--- config.mk ---
export PLATFORM = sky130hd
export DESIGN_NAME = simon_sequencer
export DESIGN_NICKNAME = d
export VERILOG_FILES = /design/src/rtl/simon_sequencer.sv
export SDC_FILE = /design/constraint.sdc
export NUM_CORES = 1
export LEC_CHECK = 0
export ABC_CLOCK_PERIOD_IN_PS = 3280
export CORE_ASPECT_RATIO = 2
export CORE_MARGIN = 5
export CORE_UTILIZATION = 60
export DETAILED_ROUTE_END_ITERATION = 6
export GPL_TIMING_DRIVEN = 0
export HOLD_SLACK_MARGIN = 0.03
export PLACE_DENSITY = 0.82
export SYNTH_ARGS = -nofsm -noshare
export SYNTH_HDL_FRONTEND = slang
export SYNTH_SLANG_ARGS = --single-unit
export TNS_END_PERCENT = 100
--- constraint.sdc ---
create_clock -name CLOCK_50 -period 3.28 [get_ports CLOCK_50]
set_input_delay 0.328 -clock CLOCK_50 [delete_from_list [all_inputs] [get_ports CLOCK_50]]
set_output_delay 0.328 -clock CLOCK_50 [all_outputs]
set_load 0.01 [all_outputs]
--- src/rtl/simon_sequencer.sv ---
// Simon memory game sequencer: fills a random color sequence from a free-running
// LFSR, plays it back with timed lit/dark phases and checks the player's key presses.
module simon_sequencer #(
  parameter int          MAX_LEN  = 16,
  parameter int          SHOW_CYC = 25000000,
  parameter int          GAP_CYC  = 12500000,
  parameter logic [15:0] SEED     = 16'hACE1
) (
  input  logic       CLOCK_50,
  input  logic       reset,
  input  logic       start,
  input  logic [2:0] level,
  input  logic [3:0] key_pulse,
  output logic [3:0] show_color,
  output logic [1:0] state,
  output logic [3:0] round,
  output logic       win,
  output logic       lose
);

  localparam int IDX_W     = (MAX_LEN > 2) ? $clog2(MAX_LEN) : 1;
  localparam int XW        = ((IDX_W > 4) ? IDX_W : 4) + 1;
  localparam int DWELL_MAX = (SHOW_CYC > GAP_CYC) ? SHOW_CYC : GAP_CYC;
  localparam int CNT_W     = $clog2(DWELL_MAX + 1);

  localparam logic [IDX_W-1:0] GEN_LAST  = IDX_W'(MAX_LEN - 1);
  localparam logic [CNT_W-1:0] SHOW_LAST = CNT_W'(SHOW_CYC - 1);
  localparam logic [CNT_W-1:0] GAP_LAST  = CNT_W'(GAP_CYC - 1);

  typedef enum logic [2:0] {
    IDLE, GEN, SHOW_ON, SHOW_GAP, USER, WIN, LOSE
  } state_t;

  function automatic logic [3:0] onehot4(input logic [1:0] c);
    return 4'b0001 << c;
  endfunction

  function automatic logic [3:0] level_target(input logic [2:0] l);
    case (l)
      3'd2:    return 4'd6;
      3'd3:    return 4'd9;
      3'd4:    return 4'd12;
      3'd5:    return 4'd15;
      default: return 4'd3;
    endcase
  endfunction

  function automatic logic [15:0] lfsr_step(input logic [15:0] v);
    return v[0] ? ((v >> 1) ^ 16'hB400) : (v >> 1);
  endfunction

  state_t           st, st_nxt;
  logic [IDX_W-1:0] idx, idx_nxt;
  logic [3:0]       round_nxt;
  logic [3:0]       target, target_nxt;
  logic [CNT_W-1:0] cnt, cnt_nxt;
  logic             lead, lead_nxt;
  logic [15:0]      lfsr;
  logic [1:0]       seq [MAX_LEN];
  logic [1:0]       cur;
  logic [XW-1:0]    idx_inc;
  logic             seq_we;

  assign cur     = seq[idx];
  assign idx_inc = XW'(idx) + XW'(1);

  always_comb begin
    st_nxt     = st;
    idx_nxt    = idx;
    round_nxt  = round;
    target_nxt = target;
    cnt_nxt    = cnt;
    lead_nxt   = lead;
    seq_we     = 1'b0;
    case (st)
      IDLE, WIN, LOSE: begin
        if (start) begin
          st_nxt     = GEN;
          target_nxt = level_target(level);
          idx_nxt    = '0;
          round_nxt  = '0;
          cnt_nxt    = '0;
          lead_nxt   = 1'b0;
        end
      end
      GEN: begin
        seq_we = 1'b1;
        if (idx == GEN_LAST) begin
          st_nxt    = SHOW_ON;
          idx_nxt   = '0;
          round_nxt = 4'd1;
          cnt_nxt   = '0;
        end else begin
          idx_nxt = idx + 1'b1;
        end
      end
      SHOW_ON: begin
        if (cnt == SHOW_LAST) begin
          st_nxt  = SHOW_GAP;
          cnt_nxt = '0;
        end else begin
          cnt_nxt = cnt + 1'b1;
        end
      end
      SHOW_GAP: begin
        if (cnt == GAP_LAST) begin
          cnt_nxt = '0;
          // A leading pause before a replay restarts playback at entry 0.
          if (lead) begin
            lead_nxt = 1'b0;
            st_nxt   = SHOW_ON;
          end else if (idx_inc == XW'(round)) begin
            st_nxt  = USER;
            idx_nxt = '0;
          end else begin
            st_nxt  = SHOW_ON;
            idx_nxt = idx + 1'b1;
          end
        end else begin
          cnt_nxt = cnt + 1'b1;
        end
      end
      USER: begin
        if (key_pulse != 4'd0) begin
          if (key_pulse == onehot4(cur)) begin
            if (idx_inc == XW'(round)) begin
              if (round == target) begin
                st_nxt = WIN;
              end else begin
                st_nxt    = SHOW_GAP;
                round_nxt = round + 4'd1;
                idx_nxt   = '0;
                cnt_nxt   = '0;
                lead_nxt  = 1'b1;
              end
            end else begin
              idx_nxt = idx + 1'b1;
            end
          end else begin
            st_nxt = LOSE;
          end
        end
      end
      default: st_nxt = IDLE;
    endcase
  end

  always_ff @(posedge CLOCK_50 or posedge reset) begin
    if (reset) begin
      st     <= IDLE;
      idx    <= '0;
      round  <= '0;
      target <= 4'd3;
      cnt    <= '0;
      lead   <= 1'b0;
      lfsr   <= SEED;
    end else begin
      st     <= st_nxt;
      idx    <= idx_nxt;
      round  <= round_nxt;
      target <= target_nxt;
      cnt    <= cnt_nxt;
      lead   <= lead_nxt;
      lfsr   <= lfsr_step(lfsr);
    end
  end

  // Sequence memory holds data only; it is deliberately left out of reset.
  always_ff @(posedge CLOCK_50) begin
    if (seq_we) seq[idx] <= lfsr[1:0];
  end

  always_comb begin
    show_color = (st == SHOW_ON) ? onehot4(cur) : 4'd0;
    win        = (st == WIN);
    lose       = (st == LOSE);
    case (st)
      IDLE:                   state = 2'b00;
      GEN, SHOW_ON, SHOW_GAP: state = 2'b01;
      USER:                   state = 2'b10;
      default:                state = 2'b11;
    endcase
  end

endmodule

After elaboration in Yosys (flattened, before gate mapping)
Memories as Yosys holds them, arrays and structs flattened.
Index checks and enable logic that the tools add are counted.
{"block": "totals", "register_bits": 57, "memories": 1, "word_cells": 105, "out_inout_bits": 12, "mem_bits_rw": 32}
{"name": "seq", "words": 16, "width": 2, "rd": 1, "rd_ports_with_merged_regs": 0, "write_ports": 1, "line_no": "59", "source": "logic [1:0] seq [MAX_LEN];"}
{"block": "classes", "n_bitwise": 1, "shifts": 1, "n_reduce_logical": 14, "addsub": 4, "muxes": 50, "eq_ne": 27}
{"cell": "25-bit two-way mux", "n": 8}
{"cell": "25-bit case mux with 5 select lines", "n": 1}
{"cell": "4-bit two-way mux", "n": 15}
{"cell": "4-bit case mux with 4 select lines", "n": 2}
{"cell": "3-bit two-way mux", "n": 10}
{"cell": "7-bit AND reduction", "n": 4}
{"cell": "25-bit by 1-bit adder with 25-bit output, second input constant", "n": 1}
{"cell": "25-bit by 24-bit equality test with 1-bit output, second input constant", "n": 1}
{"cell": "25-bit equality test, second input constant", "n": 1}
{"cell": "2-bit != test, second input constant", "n": 9}
{"cell": "16-bit two-way mux", "n": 1}
{"cell": "3-bit equality test, second input constant", "n": 5}
{"cell": "3-bit case mux with 5 select lines", "n": 1}
{"cell": "3-bit by 2-bit equality test with 1-bit output, second input constant", "n": 4}
{"cell": "4-bit case mux with 3 select lines", "n": 1}
{"cell": "1-bit two-way mux", "n": 9}
{"cell": "4-bit by 1-bit adder with 4-bit output, second input constant", "n": 2}
{"cell": "4-bit equality test", "n": 2}
{"cell": "4-bit nonzero test", "n": 2}
{"cell": "3-bit != test, second input constant", "n": 2}
{"cell": "2-bit case mux with 3 select lines", "n": 1}
{"cell": "6-bit AND reduction", "n": 1}
{"cell": "3-bit nonzero test", "n": 2}
{"cell": "3-bit OR reduction", "n": 2}
{"cell": "10 further kinds", "n": 10}

Depth between registers and ports, before layout
Gate-level depths: netlist (run 1).
{"block": "logic_depth", "ltp_word": 6, "depth_mapped": 11, "depth_no_buf": 10}

Least setup slack after synthesis (run 1)
OpenSTA, ideal clock, no wires.
{"block": "synth_path", "kind": "flip-flop to flip-flop", "startpoint": "register idx[1]", "endpoint": "register cnt[10]", "arrival_time_ns": 2.700, "setup_ns": 0.124, "path_stages_with_launch": 11, "t_required_ns": 3.156, "slack_ns": 0.456, "synth_period_minus_slack_ns": 2.824, "path_cell_list": "dfrtp_1 > buf_6 > mux4_2 > mux2i_4 > or4b_1 > o31ai_2 > a311o_4 > a21oi_4 > or2_1 > buf_6 > a211o_1"}
{"block": "synth_via", "elab_chain_cells": 5, "elab_cells_between_ends": 10, "cone_classes": "add/sub (1); eq/ne (6); shift (1); reduce/logical (1); memory (1)"}
{"element": "start, declared", "line_no": "53", "source": "logic [IDX_W-1:0] idx, idx_nxt;"}
{"element": "start signal, assigned", "line_no": "159", "source": "idx <= idx_nxt;"}
{"element": "memory read 16 x 2 bit"}
{"element": "1-bit by 2-bit << shifter with 4-bit output", "line_no": "35", "source": "return 4'b0001 << c;"}
{"element": "4-bit equality test", "line_no": "125", "source": "if (key_pulse == onehot4(cur)) begin"}
{"element": "2-bit != test (no line)"}
{"element": "7-bit AND reduction (no line) (*)"}
{"element": "end signal, assigned", "line_no": "162", "source": "cnt <= cnt_nxt;"}
{"element": "end, declared", "line_no": "56", "source": "logic [CNT_W-1:0] cnt, cnt_nxt;"}
Every way passes the cells marked *; elsewhere a longest branch is shown, timed or not.
A chain may end at the register's enable or synchronous reset.

Final worst setup path (run 1)
{"block": "layout_path", "startpoint": "register idx[1]", "endpoint": "register cnt[9]"}
The elaborated chain is that of the path after synthesis.

==> reports/metrics.cfg, run 1 <==
[placement]
gp_congestion=0.918
place_area_um2=5070
dp_cells=566
hpwl_um=8570
portBuffers=21

[logic_synthesis]
syn_area_per_cell_um2=10.5
seq_area_frac_synth_pct=50.9
synth-compound-area-share_pct=13.5
synthXorXnorAreaFrac_pct=2.78
synthArstFlopShare_pct=64.0
yosys_warnings=0
synth_area_um2=4720
synth_seq_cells=89
synth-edff-count=32
synth_top_family_by_area=simple AND/OR/NAND/NOR gates
synth_fp_nets=466
synthCells=450
synth_ff_type=dfrtp_1
synthMuxAreaShare_pct=6.52
synth-simple-area-share_pct=21.7
synthAdderAreaFrac_pct=1.59
synth_cell_types=59

[floorplan]
num_rows=45
core-area_um2=7660
design.die.area_um2=9840
die_h_um=135
start_util_pct=61.6
die_w_um=72.7
pin_count=22

[route]
wire_per_inst_um=20.9
drt_iter0_drc=407
via_per_inst=6.64
drc=0
vias=3882
wl_um=12200
dr.pass1.iters=7
ant_nets=0

[worst_setup_path]
critPathBufInv=2
cp_max_fo=10
cpLargestDelayFamily=simple AND/OR/NAND/NOR gates
worstPathRequired_ns=3.51
cp_slowest_cell=mux4_2
critPathLaunch=idx[1]$_DFFE_PP0P_
arrival_ns=3.42
crit_path_max_incr_delay_ns=0.55
rr_worst_depth=10
r2r-end=cnt[9]$_DFFE_PP0P_
worstSetupEndpointType=register
path_class=reg -> reg
reg2reg_slack_ns=0.09
worstReg2RegStart=idx[1]$_DFFE_PP0P_
critPathLaunchType=register
crit_chain=buf_12, mux4_2, mux2i_4, or4b_1, o31ai_2, a311o_4, a21oi_4, or2_1, buf_6, a211o_1

[power_and_ir_drop]
ir_drop_v=0.000565
p_per_area_nw_per_um2=751
p_leak_uw=0.00230

[final_layout]
fin_area_um2=5480
area_delta_synth_final_pct=16.2
fin_util_pct=71.6
nets=502
diodes=0
layout-drive-gt1-share_pct=12.0
fin_cells=585

[clock_network]
clock_latency_ns=0.35
cts_buffers=9
clkTransAtPathRegs_ns=0.07
clock-sinks=89
clk_path_buf_depth=2
cts_tree=yes
cts-root-buf=clkbuf_16
h-tree-depth=3

[grt]
grt_max_degree=38
grtUsageTotal_pct=26.3
grt_pass1_vias=3932
grt_overflow=0
antenna_found_initial=0
grt_pass1_wl_um=19400

[timing]
hold_viol=0
setup_viol=0
slew_headroom_pct=48.2
tightestPinTransition_ns=0.771
max_freq_mhz=314
fin_crit_ns=3.19
skew_ns=0.00825
period_share_pct=97.2
drv_slew=0

[status]
outcome=complete, no violations

[worst_hold_path]
holdCritPathClass=in -> async

[run]
cap_viol_max_count=0

-- logic make-up after synthesis --
kind of cell             count (synthesis)
AO/OA/AOI/OAI                           94
XOR/XNOR                                15
adder cells (fa/ha/maj)                  6
buffers and inverters                   33
flip-flops                              89
multiplexers                            19
AND/OR/NAND/NOR                        194
-- state kept, by name (all words and copies together) (netlist names) --
name,flops
cnt,25
idx,4
lead,1
lfsr,16
round,4
seq,32
st,3
target,4
-- repair_timing --
| action | 4_1_cts | 5_1_grt |
|---|---|---|
| hold buffers | 0 | 0 |
| buffers inserted | 3 | 0 |
| setup endpoints to repair | 9 | 3 |
| resized for setup | 6 | 4 |
-- power by group --
group          internal [µW]  leakage, µW  switching (µW)
registers               1250      0.00104            86.0
clock network            721     0.000169             444
logic                    592      0.00109            1020
total                   2570      0.00230            1550
-- worst reg2reg max path: cells and delay by family, from the launching register on --
kind / cells / cell delay [ns]
AO/OA/AOI/OAI: 4 / 0.76
AND/OR/NAND/NOR: 2 / 0.78
flip-flops: 1 / 0.43
buffers and inverters: 2 / 0.34
multiplexers: 2 / 0.78
-- cell type report --
type,instances,area [µm²]
Clock inverter,6,95.1
Multi-Input combinational cell,328,2210
Tap cell,94,118
Inverter,10,37.5
Timing Repair Buffer,25,254
Clock buffer,10,250
Buffer,23,114
Fill cell,549,2180
Sequential cell,89,2400
-- cell usage after synthesis (4+ instances only) --
library cell | n | share of area [%]
a211o_1 | 9 | 1.7
a21o_1 | 4 | 0.64
a21oi_1 | 18 | 1.9
and2_1 | 15 | 2.0
and3_1 | 14 | 1.9
and4_1 | 4 | 0.74
clkbuf_1 | 18 | 1.4
dfrtp_1 | 47 | 25
dfstp_2 | 10 | 5.6
edfxtp_1 | 32 | 20
ha_1 | 6 | 1.6
inv_1 | 9 | 0.72
mux2i_1 | 8 | 1.7
mux4_2 | 8 | 3.8
nand2_1 | 42 | 3.3
nand2b_1 | 11 | 1.5
nand3_1 | 21 | 2.2
nand4_1 | 6 | 0.80
nor2_1 | 35 | 2.8
nor3_1 | 16 | 1.7
nor4_1 | 5 | 0.66
o21ai_0 | 16 | 1.7
o21ai_1 | 12 | 1.3
o31ai_1 | 15 | 2.4
or4_1 | 4 | 0.64
xnor2_1 | 9 | 1.7
xor2_1 | 6 | 1.1
-- layout by cell type, fill, tap and decap left out, types with 4 or more instances in the layout --
cell type / netlist / routed
o31ai_1: 15 / 15
and3_1: 14 / 14
nand4_1: 6 / 6
ha_1: 6 / 6
a211o_1: 9 / 9
dfrtp_1: 47 / 47
mux4_2: 8 / 8
xnor2_1: 9 / 9
a21o_1: 4 / 4
nand2b_1: 11 / 11
o21ai_1: 12 / 12
inv_1: 9 / 8
clkdlybuf4s50_1: 0 / 19
and4_1: 4 / 4
nand3_1: 21 / 21
edfxtp_1: 32 / 32
clkbuf_16: 0 / 10
a21oi_1: 18 / 17
nand2_1: 42 / 42
nor2_1: 35 / 35
or4_1: 4 / 4
mux2i_1: 8 / 6
clkbuf_1: 18 / 18
o21ai_0: 16 / 16
nor3_1: 16 / 16
xor2_1: 6 / 6
and2_1: 15 / 15
dfstp_2: 10 / 10
mux2i_4: 1 / 4
nor4_1: 5 / 5
-- per-stage QoR --
stage	hold slack [ns]	power, µW	setup WS (ns)	TNS (ns)
final	0.308	4120	0.0909	0
after global routing	0.358	4300	-0.00189	-0.00189
after CTS	0.315	4050	0.0118	0
after detailed placement	0.337	2840	-0.0144	-0.0329
after global placement	0.339	2790	0.135	0
after floorplan	0.331	2400	0.456	0
-- worst max-delay path by stage --
stage,end,slack [ns],cells past startpoint
3_3_place_gp,cnt[9]$_DFFE_PP0P_,0.14,10
6_report,cnt[9]$_DFFE_PP0P_,0.09,10
5_1_grt,cnt[7]$_DFFE_PP0P_,-0.002,10
3_5_place_dp,cnt[7]$_DFFE_PP0P_,-0.01,10
2_1_floorplan,cnt[10]$_DFFE_PP0P_,0.46,10
4_1_cts,show_color[0],0.01,7
-- per-layer routing --
metal	vias to the layer above	GRT usage, %	wire length (µm)
met5	-	0	0
met4	0	16.6	774
met3	64	5.20	636
met2	212	48.9	6850
met1	1859	25.0	3990
li1	1747	-	-
Power figures use the tool's default switching activity.
==> run 2: changes to the inputs <==
--- a/config.mk
+++ b/config.mk
@@ -10,6 +10,7 @@
 export CORE_MARGIN = 5
 export CORE_UTILIZATION = 60
 export DETAILED_ROUTE_END_ITERATION = 6
+export GPL_ROUTABILITY_DRIVEN = 0
 export GPL_TIMING_DRIVEN = 0
 export HOLD_SLACK_MARGIN = 0.03
 export PLACE_DENSITY = 0.82
==> results of run 2 <==
The final DEF is identical to that of run 1; final timing and power are the same.
==> run 3: changes to the inputs <==
--- a/config.mk
+++ b/config.mk
@@ -14,6 +14,7 @@
 export GPL_TIMING_DRIVEN = 0
 export HOLD_SLACK_MARGIN = 0.03
 export PLACE_DENSITY = 0.82
+export SETUP_SLACK_MARGIN = 0.5
 export SYNTH_ARGS = -nofsm -noshare
 export SYNTH_HDL_FRONTEND = slang
 export SYNTH_SLANG_ARGS = --single-unit
==> run 3 against run 2 <==
Utilization is 6.8 points higher. Combinational power is 29% higher. Critical path type unchanged. Highest routed layer unchanged. Clock power is 17% lower. Largest power group unchanged. Clock skew is 0.00059 ns lower. Sequential share of layout area is 3.8 points lower.
==> reports/metrics.cfg, run 3 (synthesis gave the netlist of run 1 again) <==
[status]
outcome=complete, no violations

[timing]
slew_headroom_pct=57.9  ; +9.7 points
setup_viol=0  ; unchanged
fin_ws_ns=0.208  ; +0.117 ns
skew_ns=0.00766  ; -0.000591 ns
drv_slew=0  ; unchanged
tightestPinTransition_ns=0.630  ; -0.141 ns
final.setup.tns_ns=0  ; unchanged
period_share_pct=93.7  ; -3.6 points
fin_crit_ns=3.07  ; -0.117 ns
max_freq_mhz=326  ; +3.8%
hold_viol=0  ; unchanged
rsz0062_at_grt=true

[worst_setup_path]
crit_path_max_incr_delay_ns=0.55  ; about the same
cp_max_fo=5  ; -5
crit_chain=buf_8, buf_12, mux4_2, mux2i_4, buf_4, nand3_1, a21oi_2, a311o_4, a21oi_4, or2_4, buf_6, a211o_1
path_class=reg -> reg
cpLargestDelayFamily=multiplexers
arrival_ns=3.30  ; -0.12 ns
cp_slowest_cell=mux4_2
critPathLaunchType=register
worstPathRequired_ns=3.51  ; about the same
critPathBufInv=4  ; +2
worstSetupEndpointType=register

[final_layout]
n_fill_cell=448  ; -18%
fin_util_pct=78.4  ; +6.8 points
layout-drive-gt1-share_pct=25.5  ; +13 points
largest_reg_flops=32  ; unchanged
fin_cells=608  ; +3.9%
final_common_cell=dfrtp_1
largestRegisters=seq x32, cnt x25, lfsr x16
regMostFlops=seq
layout_common_cells=47 x dfrtp_1, 41 x nand2_1, 32 x edfxtp_1
area_delta_synth_final_pct=27.3
nets=525  ; +4.6%
diodes=0  ; unchanged

[floorplan]
core-area_um2=7660  ; unchanged
start_util_pct=61.6  ; unchanged
die_w_um=72.7  ; unchanged
die_h_um=135  ; unchanged
design.die.area_um2=9840  ; unchanged
num_rows=45  ; unchanged
pin_count=22  ; unchanged

[clock_network]
clock_latency_ns=0.35  ; about the same
cts-root-buf=clkbuf_16
cts_hold_buffers=0  ; unchanged
clock-sinks=89  ; unchanged
cts_tree=yes
h-tree-depth=3  ; unchanged
cts_buffers=9  ; unchanged
clk_path_buf_depth=2  ; unchanged
clkTransAtPathRegs_ns=0.07  ; about the same

[route]
vias=4114  ; +6.0%
via_per_inst=6.77  ; +2.0%
wl_um=14400  ; +17%
wire_per_inst_um=23.6  ; +13%
ant_nets=0  ; unchanged
dr.pass1.iters=7  ; unchanged
drc=0  ; unchanged
drt_iter0_drc=392  ; -3.7%

[run]
cap_viol_max_count=0  ; unchanged

[grt]
grt_max_degree=31  ; -18%
grt_pass1_vias=3984  ; +1.3%
grtUsageTotal_pct=28.0  ; +1.7 points
grt_pass1_wl_um=20600  ; +6.0%
antenna_found_initial=0  ; unchanged
grt_overflow=0  ; unchanged

[power_and_ir_drop]
power_uw=4400  ; +6.9%
p_leak_uw=0.00246  ; +6.7%
p_per_area_nw_per_um2=733  ; -2.4%
ir_drop_v=0.000681  ; +21%

[worst_hold_path]
holdCritPathClass=reg -> reg

[placement]
dp_cells=566  ; unchanged
hpwl_um=8790  ; +2.5%
portBuffers=21  ; unchanged
dp_slack_ns=0.0814  ; +0.0959 ns

## run 3: changes by cell type in the layout (fill, tap and decap cells not counted), moves of 7 or more
cell	before	now
clkbuf_1	18	11
o31ai_4	0	11
buf_6	1	16
o31ai_1	15	4
clkbuf_2	0	7
buf_4	3	10
## run 3: layout make-up
class	instances	area (µm²)	area share [%]
tap	94	118	1.96
clock inverter	7	52.6	0.875
inverter	10	37.5	0.625
sequential	89	2400	40.0
multi-input combinational	328	2520	42.0
clock buffer	9	225	3.75
buffer	23	133	2.21
timing repair buffer	48	517	8.61
## run 3: timing repair
| item | 4_1_cts | 5_1_grt |
|---|---|---|
| buffers inserted | 16 | 8 |
| pin swaps | 13 | 30 |
| endpoints found under the hold margin | 0 | 0 |
| resized for setup | 40 | 77 |
| gates cloned | 1 | 1 |
| setup endpoints to repair | 38 | 52 |
## run 3: final timing paths
path                       depth (start not counted)               start  slack [ns]                    end
setup / recovery                                  12  idx[1]$_DFFE_PP0P_        0.21     cnt[9]$_DFFE_PP0P_
hold / removal                                     0   lfsr[2]$_DFF_PP0_        0.35      lfsr[1]$_DFF_PP0_
setup reg to reg                                  12  idx[1]$_DFFE_PP0P_        0.21     cnt[9]$_DFFE_PP0P_
hold reg to reg                                    0   lfsr[2]$_DFF_PP0_        0.35      lfsr[1]$_DFF_PP0_
max in group asynchronous                          3               reset        2.25  target[0]$_DFFE_PP1P_
min in group asynchronous                          2               reset        0.38    cnt[18]$_DFFE_PP0P_
## run 3: per-layer routing
layer  GRT usage (%)  vias to the layer above  routed length [µm]  share of wire [%]
li1                -                     1787                   -                  -
met1            27.7                     2003                4620                 32
met2            51.6                      237                7930                 55
met3            4.98                       87                 752                5.2
met4            17.6                        0                1040                7.3
met5               0                        -                   0                  0
## run 3: power by group
part | internal [µW] | leakage, µW | switching, µW
clock | 520 | 0.000137 | 453
sequential | 1250 | 0.00104 | 101
combinational | 789 | 0.00128 | 1290
total | 2560 | 0.00246 | 1840
## run 3: metrics by stage
stage	area [µm²]	hold slack, ns
finish	6000	0.353
global route	6000	0.364
CTS	5620	0.354
detailed placement	5070	0.337
global placement	5050	0.338
floorplan	4720	0.331
